## config.mk

```make
export PLATFORM = sky130hd
export DESIGN_NAME = serial_input
export DESIGN_NICKNAME = d
export VERILOG_FILES = /design/src/rtl/serial_input.sv
export SDC_FILE = /design/constraint.sdc
export NUM_CORES = 1
export LEC_CHECK = 0
export ABC_AREA = 1
export ABC_CLOCK_PERIOD_IN_PS = 2300
export CAP_MARGIN = 15
export CORE_UTILIZATION = 37
export DETAILED_ROUTE_END_ITERATION = 12
export GPL_TIMING_DRIVEN = 1
export HOLD_SLACK_MARGIN = 0.06
export PLACE_DENSITY = 0.65
export SLEW_MARGIN = 20
export SYNTH_ARGS = -nofsm -noshare
export SYNTH_HDL_FRONTEND = slang
export SYNTH_SLANG_ARGS = --single-unit
```

## constraint.sdc

```tcl
create_clock -name clk -period 2.3 [get_ports clk]
set_clock_uncertainty 0.2 [all_clocks]
set_input_delay 0.46 -clock clk [delete_from_list [all_inputs] [get_ports clk]]
set_output_delay 0.46 -clock clk [all_outputs]
set_load 0.005 [all_outputs]
```

## src/rtl/serial_input.sv

```systemverilog
// serial_input: 8N1 UART receiver with a byte FIFO presented on a 32-bit stb/ack stream.
// rx is synchronized, sampled mid-bit by a down-counter FSM, and good bytes are queued.
module serial_input #(
    parameter int unsigned CLOCK_FREQUENCY = 100000000,
    parameter int unsigned BAUD_RATE       = 115200,
    parameter int unsigned FIFO_DEPTH      = 16
) (
    input  logic        clk,
    input  logic        rst,
    input  logic        rx,
    output logic [31:0] out,
    output logic        out_stb,
    input  logic        out_ack,
    output logic        overrun,
    output logic        framing_error
);

    localparam int unsigned CLKS_PER_BIT = CLOCK_FREQUENCY / BAUD_RATE;
    localparam int unsigned CW           = $clog2(CLKS_PER_BIT);
    localparam int unsigned AW           = $clog2(FIFO_DEPTH);

    localparam logic [CW-1:0] CNT_HALF  = CW'(CLKS_PER_BIT / 2 - 1);
    localparam logic [CW-1:0] CNT_FULL  = CW'(CLKS_PER_BIT - 1);
    localparam logic [AW:0]   FIFO_FULL = (AW + 1)'(FIFO_DEPTH);

    typedef enum logic [2:0] {
        IDLE,
        START,
        DATA,
        STOP,
        RECOVER
    } state_t;

    logic [1:0]    sync_q;
    logic          rxs;

    state_t        state_q, state_d;
    logic [CW-1:0] cnt_q, cnt_d;
    logic [2:0]    bitn_q, bitn_d;
    logic [7:0]    shreg_q, shreg_d;
    logic          push;
    logic          ferr;

    logic [7:0]    mem [FIFO_DEPTH];
    logic [AW-1:0] wr_ptr_q, rd_ptr_q;
    logic [AW:0]   count_q;
    logic          full;
    logic          pop;
    logic          push_ok;

    assign rxs = sync_q[1];

    // Two-flop synchronizer for the asynchronous serial line; resets to idle-high.
    always_ff @(posedge clk or negedge rst) begin
        if (!rst) begin
            sync_q <= '1;
        end else begin
            sync_q <= {sync_q[0], rx};
        end
    end

    // Receive FSM state register.
    always_ff @(posedge clk or negedge rst) begin
        if (!rst) begin
            state_q <= IDLE;
            cnt_q   <= '0;
            bitn_q  <= '0;
            shreg_q <= '0;
        end else begin
            state_q <= state_d;
            cnt_q   <= cnt_d;
            bitn_q  <= bitn_d;
            shreg_q <= shreg_d;
        end
    end

    // Receive FSM next-state: mid-bit sampling, data shift-in, stop-bit check.
    always_comb begin
        state_d = state_q;
        cnt_d   = cnt_q;
        bitn_d  = bitn_q;
        shreg_d = shreg_q;
        push    = 1'b0;
        ferr    = 1'b0;
        case (state_q)
            IDLE: begin
                if (!rxs) begin
                    cnt_d   = CNT_HALF;
                    state_d = START;
                end
            end
            START: begin
                if (cnt_q == '0) begin
                    if (!rxs) begin
                        cnt_d   = CNT_FULL;
                        bitn_d  = '0;
                        state_d = DATA;
                    end else begin
                        state_d = IDLE;
                    end
                end else begin
                    cnt_d = cnt_q - 1'b1;
                end
            end
            DATA: begin
                if (cnt_q == '0) begin
                    shreg_d = {rxs, shreg_q[7:1]};
                    cnt_d   = CNT_FULL;
                    bitn_d  = bitn_q + 1'b1;
                    if (bitn_q == 3'd7) begin
                        state_d = STOP;
                    end
                end else begin
                    cnt_d = cnt_q - 1'b1;
                end
            end
            STOP: begin
                if (cnt_q == '0) begin
                    if (rxs) begin
                        push    = 1'b1;
                        state_d = IDLE;
                    end else begin
                        ferr    = 1'b1;
                        state_d = RECOVER;
                    end
                end else begin
                    cnt_d = cnt_q - 1'b1;
                end
            end
            RECOVER: begin
                if (rxs) begin
                    state_d = IDLE;
                end
            end
            default: state_d = IDLE;
        endcase
    end

    assign out_stb = (count_q != '0);
    assign pop     = out_stb && out_ack;
    assign full    = (count_q == FIFO_FULL);
    assign push_ok = push && (!full || pop);

    // Head is gated by out_stb so out reads zero whenever the FIFO is empty.
    assign out = out_stb ? {24'b0, mem[rd_ptr_q]} : '0;

    // FIFO storage write port.
    always_ff @(posedge clk) begin
        if (push_ok) begin
            mem[wr_ptr_q] <= shreg_q;
        end
    end

    // FIFO pointers, occupancy and one-cycle error pulses.
    always_ff @(posedge clk or negedge rst) begin
        if (!rst) begin
            wr_ptr_q      <= '0;
            rd_ptr_q      <= '0;
            count_q       <= '0;
            overrun       <= 1'b0;
            framing_error <= 1'b0;
        end else begin
            if (push_ok) begin
                wr_ptr_q <= wr_ptr_q + 1'b1;
            end
            if (pop) begin
                rd_ptr_q <= rd_ptr_q + 1'b1;
            end
            case ({push_ok, pop})
                2'b10:   count_q <= count_q + 1'b1;
                2'b01:   count_q <= count_q - 1'b1;
                default: count_q <= count_q;
            endcase
            overrun       <= push && full && !pop;
            framing_error <= ferr;
        end
    end

endmodule

```

==> impl_metrics.py, run 1 <==
metrics = {
    "route": {
        "m1WireLength_um": 7777,
        "route.met3.wl_um": 1001,
        "drcViolationCount": 0,
        "met2_length_um": 8846,
        "routed_via_density": 5.132,
        "drt_wl_total_um": 17900,
        "top_layer": "met4",
        "drtIter0Drc": 422,
        "drtAntennaViolNets": 0,
        "route.vias.total": 5260,
        "drt-wirelength-per-cell_um": 17.46,
        "dr.pass1.iters": 4,
    },
    "die": {
        "rows": 51,
        "core_um2": 19650,
        "die_h_um": 144.3,
        "die_w_um": 144.3,
        "ioPinCount": 39,
        "die_area_um2": 20820,
        "start_util_pct": 38.11,
    },
    "outcome": {
        "violations": "setup timing",
        "run_status": "finished, violations left",
    },
    "job": {
        "maxCapViolCount": 0,
    },
    "layout": {
        "mostFrequentLayoutCells": "edfxtp_1, nor2_1, buf_4, o21ai_0, nand2_1",
        "syn_to_final_growth_pct": 28.92,
        "nNetsFinal": 763,
        "mostFrequentLayoutCell": "edfxtp_1",
        "instances_no_fill": 1025,
        "diodes": 0,
        "finish.utilization_pct": 49.13,
        "drive_gt1_share_pct": 31.32,
    },
    "synth": {
        "seq_area_frac_synth_pct": 65.05,
        "yosys_warnings": 0,
        "syn_area_um2": 7490,
        "synth_seq_cells": 169,
        "avgSynthCellArea_um2": 11.54,
        "yosys.cell_types.count": 39,
        "ys.flop_type": "edfxtp_1",
        "syn_inst": 649,
        "synth_edf_count": 128,
        "async_reset_ff_share_pct": 24.26,
    },
    "sta": {
        "setup_viol": 8,
        "fmax_mhz": 372.2,
        "drv_slew": 0,
        "tightest_slew_ns": 0.6522,
        "rsz0062_at_grt": "yes",
        "finalHoldViolCount": 0,
        "worst_hold_slack_ns": 0.1573,
        "slew_headroom_pct": 56.52,
        "setup_ws_ns": -0.3870,
        "min_period_ns": 2.687,
        "min_period_over_period_pct": 116.8,
    },
    "worst_setup_path": {
        "regToRegSetupSlack_ns": 0.05,
        "start_kind": "register",
        "cp_slowest_cell": "dfrtp_2",
        "crit_top_cell": "buf_12",
        "worst-path-max-fanout": 5,
        "worstSetupPathType": "reg2out",
        "cp.required_ns": 1.64,
        "arrival_ns": 2.03,
        "endpoint_kind": "output port",
        "slowest_delay_ns": 0.49,
        "crit_chain": "clkinv_4 -> buf_12 -> buf_12 -> buf_6 -> o21ai_4 -> o22ai_2 -> o21ai_2 -> a21oi_2 -> buf_2",
    },
    "clock_tree": {
        "clockBufferDepth": 2,
        "cts_inserted_buffers": 17,
        "cts-root-buf": "clkbuf_16",
        "ctsHtreeMaxLevel": 4,
        "cts.clk_slew.worst_paths_ns": 0.06,
        "clk_latency_ns": 0.42,
        "cts_sinks": 169,
        "tritoncts": "yes",
    },
    "power_and_ir_drop": {
        "p_leak_nw": 4.069,
        "power_frac_seq_pct": 31.4,
        "power.share.clock_pct": 26.0,
        "ir_drop_mv": 0.7225,
        "p_comb_share_pct": 42.6,
        "p_sw_mw": 3.647,
        "p_per_area_nw_per_um2": 1134,
        "intPower_mw": 7.304,
        "swShare_pct": 33.31,
    },
    "placement": {
        "io_buffers": 14,
        "place_worst_setup_slack_ns": -0.2989,
        "placedCellCount": 965,
        "routabilityCongestion": 0.8168,
        "dp_hpwl_um": 10660,
    },
    "global_route": {
        "grt_pass1_vias": 5044,
        "grt_pass1_wl_um": 27410,
        "antenna_found_initial": 0,
        "grt_max_degree": 26,
        "grt.total_usage_pct": 18.00,
        "overflow": 0,
    },
    "min_path": {
        "hold_class": "reg2reg",
    },
}
==> synth_stat cells (5+ instances only) <==
cell,number,share of area [%]
ha_1,11,1.8
nor3_1,8,0.53
a21oi_1,13,0.87
o221ai_1,29,3.4
buf_4,24,2.4
nor2_1,95,4.8
mux2_2,7,1.1
dfrtp_1,39,13
nand4_1,5,0.42
o22ai_1,5,0.42
o21ai_0,81,5.4
clkbuf_1,20,1.0
inv_2,13,0.65
edfxtp_1,128,51
nand3_1,32,2.1
nand2_2,7,0.58
nand2_1,48,2.4
nor2_2,6,0.50
inv_1,38,1.9
xor2_1,10,1.2
==> sequential cells by signal, summed over array words and instances (netlist names) <==
register / count
overrun: 1
mem: 128
sync_q: 2
count_q: 5
wr_ptr_q: 4
cnt_q: 10
shreg_q: 8
state_q: 3
rd_ptr_q: 4
bitn_q: 3
framing_error: 1
==> worst paths after layout <==
kind	start	to	depth (start not counted)
worst min-delay path	sync_q[0]	sync_q[1]	0
worst max register to register	cnt_q[1]	mem[3][1]	10
max in group asynchronous	rst	rd_ptr_q[0]	3
worst max-delay path	rd_ptr_q[0]	out[4]	9
min in group asynchronous	rst	state_q[0]	2
worst min register to register	sync_q[0]	sync_q[1]	0
==> metrics by stage <==
step	TNS [ns]	instance area (um^2)	total power [mW]
final	-2.715	9656	10.95
after floorplan	-2.833	7576	5.315
after global routing	-4.868	9656	11.45
after global placement	-2.349	8298	6.678
after detailed placement	-2.565	8298	6.708
after CTS	-2.817	9341	10.47
==> metal layers <==
layer,track usage [%],vias to the layer above
met5,0,-
met4,5.042,0
met3,4.603,18
met2,29.49,174
met1,23.59,2601
li1,-,2467
==> power by group through the flow <==
stage / combinational [mW] / sequential [mW] / clock, mW
after floorplan: 1.84 / 3.47 / 0
after global placement: 3.21 / 3.47 / 0
after detailed placement: 3.23 / 3.47 / 0
after CTS: 4.16 / 3.43 / 2.88
after global routing: 5.00 / 3.44 / 3.00
final: 4.67 / 3.43 / 2.85
==> kinds of logic after synthesis <==
| kind of cell | synth area share, % |
|---|---|
| and+or+nand+nor | 13.35 |
| DFF | 65.05 |
| AOI/OAI and AO/OA | 10.81 |
| buffers and inverters | 6.465 |
| adders and majority gates | 1.838 |
| xor gates and xnor gates | 1.387 |
| muxes | 1.053 |
| other | 0.05007 |
==> critical path: cells and delay by family, from the launching register on <==
kind / cells / cell delay, ns
DFF: 1 / 0.49
AOI/OAI and AO/OA: 4 / 0.46
buffers and inverters: 5 / 0.66
==> layout make-up <==
type                       count  area, um^2
tap                          265       331.6
timing repair buffer         105        1159
inverter                      54       215.2
multi-input combinational    401        2494
fill                        1721        9998
clock buffer                  19       432.9
clock inverter                12       150.1
sequential                   169        4873
==> repair_timing <==
item,in CTS,in global routing
setup buffers,15,6
hold endpoints to repair,21,0
gates resized for setup,81,84
cloned,7,4
hold buffers,1,0
endpoints found under the setup margin,10,22
pin swaps,38,34
(Power assumes the default switching activity.)
==> run 2: changes to the inputs <==
ABC_AREA = default   (was 1)
REMOVE_ABC_BUFFERS = 1   (was default)
==> run 2 against run 1 <==
The flow still finishes with violations (setup timing); critical endpoint is now out[3]; die area down 1.3%; wire length down 11%; highest routed layer unchanged; clock power grew 4%; area after synthesis down 1.3%; maximum frequency is 13% lower.
==> impl_metrics.py, run 2 <==
metrics = {
    "route": {
        "drt_wl_total_um": 15870,
        "dr.pass1.iters": 5,
        "drt-wirelength-per-cell_um": 18.63,
        "drtIter0Drc": 275,
        "drcViolationCount": 0,
        "routed_via_density": 5.113,
        "drtAntennaViolNets": 0,
        "route.vias.total": 4356,
    },
    "synth": {
        "synthMuxAreaShare_pct": 14.07,
        "async_reset_ff_share_pct": 24.26,
        "syn_area_um2": 7390,
        "synth_compound_area_share_pct": 5.655,
        "synth_seq_cells": 169,
        "synth_xor_area_share_pct": 1.304,
        "yosys.area.top_type": "edfxtp_1",
        "yosys.cell_types.count": 62,
        "synthAdderAreaFrac_pct": 1.863,
        "syn_inst": 445,
        "yosys_warnings": 0,
        "synth.area.top_cells": "edfxtp_1, dfrtp_1, mux4_2",
        "synth_edf_count": 128,
        "synth_top_area_share_pct": 52.01,
        "synth_top_family_by_area": "multiplexers",
        "ys_top_cells_by_count": "edfxtp_1, mux4_2, dfrtp_1",
        "ys.flop_type": "edfxtp_1",
        "yosysMostFrequentCell": "edfxtp_1",
        "synth-simple-area-share_pct": 6.993,
        "avgSynthCellArea_um2": 16.61,
        "seq_area_frac_synth_pct": 65.93,
    },
    "min_path": {
        "hold_class": "reg2reg",
        "hold_path_startpoint": "sync_q[0]",
    },
    "die": {
        "start_util_pct": 37.84,
        "rows": 51,
        "core_um2": 19530,
        "die_w_um": 143.3,
        "die_h_um": 143.3,
        "ioPinCount": 39,
        "die_area_um2": 20540,
    },
    "placement": {
        "routabilityCongestion": 0.8192,
        "dp_hpwl_um": 9937,
        "io_buffers": 14,
        "placed_cell_area_um2": 8397,
        "placedCellCount": 791,
    },
    "outcome": {
        "violations": "setup timing",
        "run_status": "finished, violations left",
    },
    "layout": {
        "postLayoutCellArea_um2": 9768,
        "diodes": 0,
        "reg_top3": "mem x128, cnt_q x10, shreg_q x8",
        "syn_to_final_growth_pct": 32.19,
        "largest_register_ffs": 128,
        "drive_gt1_share_pct": 46.68,
        "instances_no_fill": 852,
        "top_register": "mem",
        "nNetsFinal": 589,
        "nFillCells": 1618,
        "mostFrequentLayoutCell": "edfxtp_1",
        "mostFrequentLayoutCells": "edfxtp_1, buf_4, mux4_2, dfrtp_1, buf_6",
    },
    "global_route": {
        "overflow": 0,
        "antenna_found_initial": 0,
        "grt.total_usage_pct": 16.43,
        "grt_pass1_vias": 4557,
        "grt_pass1_wl_um": 24670,
        "grt_max_degree": 42,
    },
    "worst_setup_path": {
        "worstSetupPathType": "reg2out",
        "start_kind": "register",
        "crit_start": "rd_ptr_q[0]",
        "endpoint_kind": "output port",
        "rr_startpoint": "cnt_q[4]",
        "worst-path-max-fanout": 7,
        "arrival_ns": 2.43,
        "cp.required_ns": 1.64,
    },
    "sta": {
        "rsz0062_at_grt": "yes",
        "finalHoldViolCount": 0,
        "drv_slew": 0,
        "tightest_slew_ns": 0.6120,
        "setup_ws_ns": -0.7863,
        "min_period_over_period_pct": 134.2,
        "fmax_mhz": 324.0,
        "setup_viol": 140,
        "min_period_ns": 3.086,
        "worst_hold_slack_ns": 0.1502,
        "setup_tns_ns": -12.54,
        "slew_headroom_pct": 59.20,
    },
    "clock_tree": {
        "tritoncts": "yes",
        "clockBufferDepth": 2,
        "ctsHtreeMaxLevel": 4,
        "clk_latency_ns": 0.43,
        "cts.clk_slew.worst_paths_ns": 0.07,
        "cts_sinks": 169,
        "cts_inserted_buffers": 17,
        "cts-root-buf": "clkbuf_16",
    },
    "power_and_ir_drop": {
        "p_per_area_nw_per_um2": 841.5,
        "p_leak_nw": 3.897,
        "p_total_mw": 8.220,
        "ir_drop_mv": 0.5471,
    },
    "job": {
        "maxCapViolCount": 0,
    },
}
-- run 2: cell types whose count changed after synthesis, sizes merged, moves of 5 or more --
cell and change:
mux4 +40, nor2b +8, xnor2 +9, nand2 -39, o221ai -29, inv -42
o21ai -71, a31oi +5, clkbuf -10, xor2 -9, nand3 -30, nor2 -77
-- run 2: final cells by class --
cell class	instances	area, um^2	area share (%)
sequential	169	4873	49.89
multi-input combinational	247	2694	27.58
timing repair buffer	129	1221	12.50
clock buffer	18	429.2	4.393
tap	265	331.6	3.394
clock inverter	14	181.4	1.857
inverter	10	37.54	0.3843
-- run 2: per-stage QoR --
stage                     setup slack, ns  util (%)
after floorplan                    -1.035         -
after global placement            -0.5994     43.00
after detailed placement          -0.6045     43.00
after CTS                         -0.8006     47.87
after global routing              -0.8394     50.03
final                             -0.7863     50.03
-- run 2: repair_timing --
item,CTS,global route
pin swaps,9,15
cloned,1,0
setup endpoints to repair,162,160
hold buffers,1,0
buffers inserted,22,8
resized for setup,75,91
endpoints found under the hold margin,39,0
-- run 2: metal layers --
metal | share of wire [%] | vias to the layer above | track usage (%) | wire, um
li1 | - | 1955 | - | -
met1 | 41 | 2247 | 20.15 | 6492
met2 | 52 | 132 | 28.34 | 8301
met3 | 4.6 | 22 | 4.032 | 737
met4 | 2.2 | 0 | 5.599 | 342
met5 | 0 | - | 0 | 0
-- run 2: power by group --
| part | switching (mW) | internal (mW) | leakage [nW] |
|---|---|---|---|
| logic | 0.768 | 1.07 | 1.59 |
| clock network | 1.24 | 1.74 | 0.298 |
| registers | 0.0774 | 3.34 | 2.01 |
| total | 2.08 | 6.14 | 3.90 |
-- run 2: final timing paths --
kind / cells past startpoint / to / slack [ns]
min in group asynchronous: 3 / cnt_q[2] / 0.43
min reg2reg: 0 / sync_q[1] / 0.15
max reg2reg: 9 / count_q[4] / -0.29
max in group asynchronous: 3 / rd_ptr_q[0] / 1.06
min: 0 / sync_q[1] / 0.15
max: 7 / out[3] / -0.79
-- run 2: critical path, stage by stage (launching register included) --
cell and delay (ns):
dfrtp_2 0.43, buf_6 0.13, buf_12 0.13, buf_4 0.13, mux4_2 0.45, mux4_2 0.47
nor2b_1 0.13, buf_2 0.12
-- run 2: cells by family (layout without fill, tap and decap cells) --
family	after synthesis	count (layout)
buffers and inverters	52	171
AND/OR/NAND/NOR	94	94
XOR/XNOR	11	11
adder cells (fa/ha/maj)	11	11
flip-flops	169	169
multiplexers	50	50
AO/OA/AOI/OAI	57	57
other	1	24
